**config.mk**
```make
export PLATFORM = sky130hd
export DESIGN_NAME = store_monitor
export DESIGN_NICKNAME = d
export VERILOG_FILES = /design/src/rtl/store_monitor.sv
export SDC_FILE = /design/constraint.sdc
export NUM_CORES = 1
export LEC_CHECK = 0
export BUFFER_PORTS_ARGS = -buffer_cell sky130_fd_sc_hd__buf_2
export CAP_MARGIN = 10
export CORE_MARGIN = 1.5
export CORE_UTILIZATION = 25
export CTS_CLUSTER_DIAMETER = 60
export DETAILED_ROUTE_END_ITERATION = 10
export GPL_TIMING_DRIVEN = 1
export PLACE_DENSITY = 0.37
export SLEW_MARGIN = 0
export SYNTH_ARGS = -nofsm -noshare
export SYNTH_HDL_FRONTEND = slang
export SYNTH_SLANG_ARGS = --single-unit
```
**constraint.sdc**
```tcl
create_clock -name clk -period 9.4 [get_ports clk]
set_input_delay 0 -clock clk [delete_from_list [all_inputs] [get_ports clk]]
set_output_delay 0 -clock clk [all_outputs]
set_load 0.01 [all_outputs]
```
**src/rtl/store_monitor.sv**
```systemverilog
// Store log for the single-cycle processor's data-memory write port.
// Each store becomes an {addr, data} FIFO entry; a store to HALT_ADDR latches a sticky halt.
module store_monitor #(
  parameter int unsigned DEPTH     = 8,
  parameter logic [31:0] HALT_ADDR = 32'h0000_FFFC,
  localparam int unsigned PW = $clog2(DEPTH),
  localparam int unsigned CW = $clog2(DEPTH) + 1
) (
  input  logic          clk,
  input  logic          reset,
  input  logic          memwrite,
  input  logic [31:0]   dataadr,
  input  logic [31:0]   writedata,
  input  logic          rd_ready,
  output logic          rd_valid,
  output logic [31:0]   rd_addr,
  output logic [31:0]   rd_data,
  output logic [CW-1:0] count,
  output logic          overflow,
  output logic          halted,
  output logic [31:0]   halt_data,
  output logic [15:0]   store_total
);

  typedef enum logic {RUN, HALTED} state_e;

  state_e        state_q, state_d;
  logic [PW-1:0] wr_ptr_q, wr_ptr_d;
  logic [PW-1:0] rd_ptr_q, rd_ptr_d;
  logic [CW-1:0] count_q, count_d;
  logic          overflow_q, overflow_d;
  logic [31:0]   halt_data_q, halt_data_d;
  logic [15:0]   store_total_q, store_total_d;

  logic [31:0]   addr_mem [DEPTH];
  logic [31:0]   data_mem [DEPTH];

  logic          cap, push, pop, empty, full;

  assign empty = (count_q == '0);
  assign full  = (count_q == CW'(DEPTH));
  assign pop   = !empty && rd_ready;
  assign cap   = (state_q == RUN) && memwrite;
  // A full FIFO still accepts the store when the head leaves on the same edge.
  assign push  = cap && (!full || pop);

  always_comb begin
    state_d       = state_q;
    wr_ptr_d      = wr_ptr_q;
    rd_ptr_d      = rd_ptr_q;
    count_d       = count_q;
    overflow_d    = overflow_q;
    halt_data_d   = halt_data_q;
    store_total_d = store_total_q;

    if (cap) begin
      if (store_total_q != 16'hFFFF) store_total_d = store_total_q + 16'd1;
      if (!push) overflow_d = 1'b1;
      if (dataadr == HALT_ADDR) begin
        state_d     = HALTED;
        halt_data_d = writedata;
      end
    end

    if (push) wr_ptr_d = wr_ptr_q + PW'(1);
    if (pop)  rd_ptr_d = rd_ptr_q + PW'(1);

    case ({push, pop})
      2'b10:   count_d = count_q + CW'(1);
      2'b01:   count_d = count_q - CW'(1);
      default: count_d = count_q;
    endcase
  end

  always_ff @(posedge clk or negedge reset) begin
    if (!reset) begin
      state_q       <= RUN;
      wr_ptr_q      <= '0;
      rd_ptr_q      <= '0;
      count_q       <= '0;
      overflow_q    <= 1'b0;
      halt_data_q   <= '0;
      store_total_q <= '0;
    end else begin
      state_q       <= state_d;
      wr_ptr_q      <= wr_ptr_d;
      rd_ptr_q      <= rd_ptr_d;
      count_q       <= count_d;
      overflow_q    <= overflow_d;
      halt_data_q   <= halt_data_d;
      store_total_q <= store_total_d;
    end
  end

  // Storage is not reset; stale contents are hidden by the empty gating below.
  always_ff @(posedge clk) begin
    if (push && reset) begin
      addr_mem[wr_ptr_q] <= dataadr;
      data_mem[wr_ptr_q] <= writedata;
    end
  end

  assign rd_valid    = !empty;
  assign rd_addr     = empty ? 32'd0 : addr_mem[rd_ptr_q];
  assign rd_data     = empty ? 32'd0 : data_mem[rd_ptr_q];
  assign count       = count_q;
  assign overflow    = overflow_q;
  assign halted      = (state_q == HALTED);
  assign halt_data   = halt_data_q;
  assign store_total = store_total_q;

endmodule
```
==> reports/qor.txt <==
Slew HR = 29.1%
crit-path max FO = 42
Post-CTS Setup Bufs = 0
grt ovf = 0
RSZ-0062 raised after global routing = false
Reg-to-Reg Start = halted
Slew Viols, Final = 0
I/O Buffers = 186
crit path launch type = register
root buf cell = clkbuf_16
clock tree from TritonCTS = done
asr flop ratio synth = 10.5%
worst vdd ir = 0.139 mV
top sig layer = met5
Final Cycle Share = 42.2%
Avg WL per Cell = 22.8 um
Crit. End Element = output port
post-layout min period = 3960 ps
worst path bufs/invs = 3
Initial Util = 25.2%
met3 wire length = 2.65 mm
share of layout cells above drive strength 1 = 35.7%
initial antenna violation count = 1
Post-synth EDFFs = 512
clk sink count = 572
clock tree buffer depth = 3
Synth Net Count = 1105
DRT met1 WL = 26.8 mm
CP max stage delay = 840 ps
Post-Route Setup TNS = 0 ps
H-tree Lvls = 3
P&R area growth vs syn = 24.8%
Placer Congestion = 0.688
Synth cell types = 41
met2 wire length = 28.0 mm
CP required = 9400 ps
drt initial violations = 614
core area = 88100 um2
first-pass GRT wire length = 85.7 mm
Worst-path clk slew = 60 ps
Post-Synthesis Cells = 1031
register area share after synthesis = 76.1%
Layout Skew = 16.1 ps
Via Count = 11200
I/O pins = 187
cell row count = 109
die width = 301 um
status = finished clean
Detailed Place HPWL = 31.7 mm
1st-pass router iterations = 4
height of the chip = 301 um
Final nets = 1415
Mapped Area = 22200 um2
syn_area_per_cell = 21.5 um2
Final setup viols = 0
FF-to-FF End = addr_mem[5][22]
Max Cap Violations = 0
Hold Path Class = in -> async
crit-path cells = buf_4 -> buf_4 -> mux4_2 -> mux2i_1 -> nor2_1 -> buf_2
fmax = 252 MHz
Most common cell on crit path = buf_4
Pleak = 0.00977 uW
Final Hold Viols = 0
Finished Layout Cells = 2566
post-cts resize count = 0
synth warn = 0
Total GRT Usage = 13.1%
via/cell ratio = 4.35
Num CTS Buffers = 75
R2R Setup Slk = 6540 ps
Critical Path AT = 3960 ps
FF+latch count, synth = 572
number of global-route vias before repair = 12200
clock latency on the worst-skew pair = 610 ps
largest net degree at the start of global routing = 63
CP max stage cell = buf_4
ys flop type = edfxtp_1
die area = 90500 um2
CP Class = reg -> out
Remaining DRCs = 0
pwr dens = 292 nW/um2
WL final = 58.6 mm
worst-case reg-to-reg path depth = 5
worst slew pin tran = 1060 ps
final antenna-violating net count = 0
CP top delay family = buffers and inverters
placed cells = 2361
[cell type report]
cell class,instances,area (um2)
fill,8605,60400
sequential,572,16900
multi-input combinational,405,5090
clock buffer,101,2050
timing repair buffer,282,1830
tap,1165,1460
clock inverter,35,343
inverter,5,18.8
antenna,1,2.50
[worst reg2reg max path: cells and delay by family, from the launching register on]
kind,cells,cell delay (ps)
AO/OA/AOI/OAI,1,550
AND/OR/NAND/NOR,3,860
flip-flops,1,400
buffers and inverters,1,650
[synth_stat cells (all sizes together) (3+ instances only)]
| library cell | number | share of area, % |
|---|---|---|
| edfxtp | 512 | 69 |
| nand3 | 7 | 0.16 |
| mux4 | 128 | 13 |
| nor3 | 9 | 0.20 |
| nand2b | 3 | 0.085 |
| nand4 | 5 | 0.14 |
| mux2 | 37 | 2.4 |
| ha | 5 | 0.28 |
| a21oi | 7 | 0.16 |
| a211oi | 3 | 0.10 |
| xnor2 | 7 | 0.28 |
| inv | 5 | 0.085 |
| nand2 | 16 | 0.27 |
| nor4 | 7 | 0.20 |
| or4 | 3 | 0.12 |
| nor2 | 70 | 1.2 |
| dfrtp | 60 | 6.8 |
| buf | 23 | 0.65 |
| clkbuf | 26 | 0.44 |
| mux2i | 65 | 2.9 |
| xor2 | 12 | 0.47 |
[metal layers]
metal,up-vias,GRT usage [%]
met2,229,21.1
met1,5997,17.7
met4,2,3.84
li1,4859,-
met5,-,0
met3,77,2.69
[flip-flops by register name, summed over array words and instances (netlist names)]
register     cells
rd_ptr_q         3
count            4
data_mem       256
store_total     16
addr_mem       256
overflow         1
wr_ptr_q         3
halt_data       32
halted           1
[power by group]
part           switching [uW]  leakage (uW)  total [uW]  internal (uW)
registers                 192       0.00542        3190           2990
logic                    1180       0.00321        2150            975
clock network            1090       0.00114        2740           1650
total                    2460       0.00977        8080           5620
[kinds of logic (layout without fill, tap and decap cells)]
family | count (synthesis) | after routing | share of synthesized area [%]
AO/OA/AOI/OAI | 17 | 17 | 0.508
buffers and inverters | 54 | 423 | 1.17
AND/OR/NAND/NOR | 133 | 133 | 2.80
multiplexers | 230 | 230 | 18.3
adder cells (fa/ha/maj) | 6 | 6 | 0.372
other | 0 | 1 | 0
XOR/XNOR | 19 | 19 | 0.750
flip-flops | 572 | 572 | 76.1
[through the flow]
step / util [%] / hold WS (ps) / cell area, um2 / setup slack [ps] / total power, uW
final: 31.4 / 6.33 / 27700 / 5440 / 8080
after global routing: 31.4 / 27.4 / 27700 / 5020 / 8520
after CTS: 31.4 / 5.14 / 27700 / 5160 / 8290
after detailed placement: 27.9 / 6.67 / 24600 / 5820 / 5470
after global placement: 27.9 / 4.39 / 24600 / 5830 / 5470
after floorplan: - / -296 / 22200 / 1730 / 4580
[placed cells by master, fill, tap and decap left out, drive strengths merged, types with 6 or more instances in the layout]
cell and instances:
xor2 12, nand2 16, nor4 7, clkinvlp 6
edfxtp 512, a21oi 7, mux2i 65, xnor2 7
clkinv 21, mux4 128, nor2 70, dlygate4sd3 67
nor3 9, nand3 7, clkbuf 101, buf 215
dfrtp 60, mux2 37, inv 9
[timing repair]
item                                    in CTS  in global routing
hold endpoints to repair                   610                  0
endpoints found under the setup margin       0                  0
hold buffers                                68                  0
[worst max path at each step]
stage	depth (start not counted)	endpoint	from
after CTS	6	rd_addr[25]	rd_ptr_q[0]
after floorplan	4	addr_mem[0][0]	halted
after global routing	6	rd_addr[25]	rd_ptr_q[0]
after detailed placement	6	rd_addr[25]	rd_ptr_q[0]
after global placement	6	rd_addr[25]	rd_ptr_q[0]
final	6	rd_addr[25]	rd_ptr_q[0]
(Power assumes the default switching activity.)
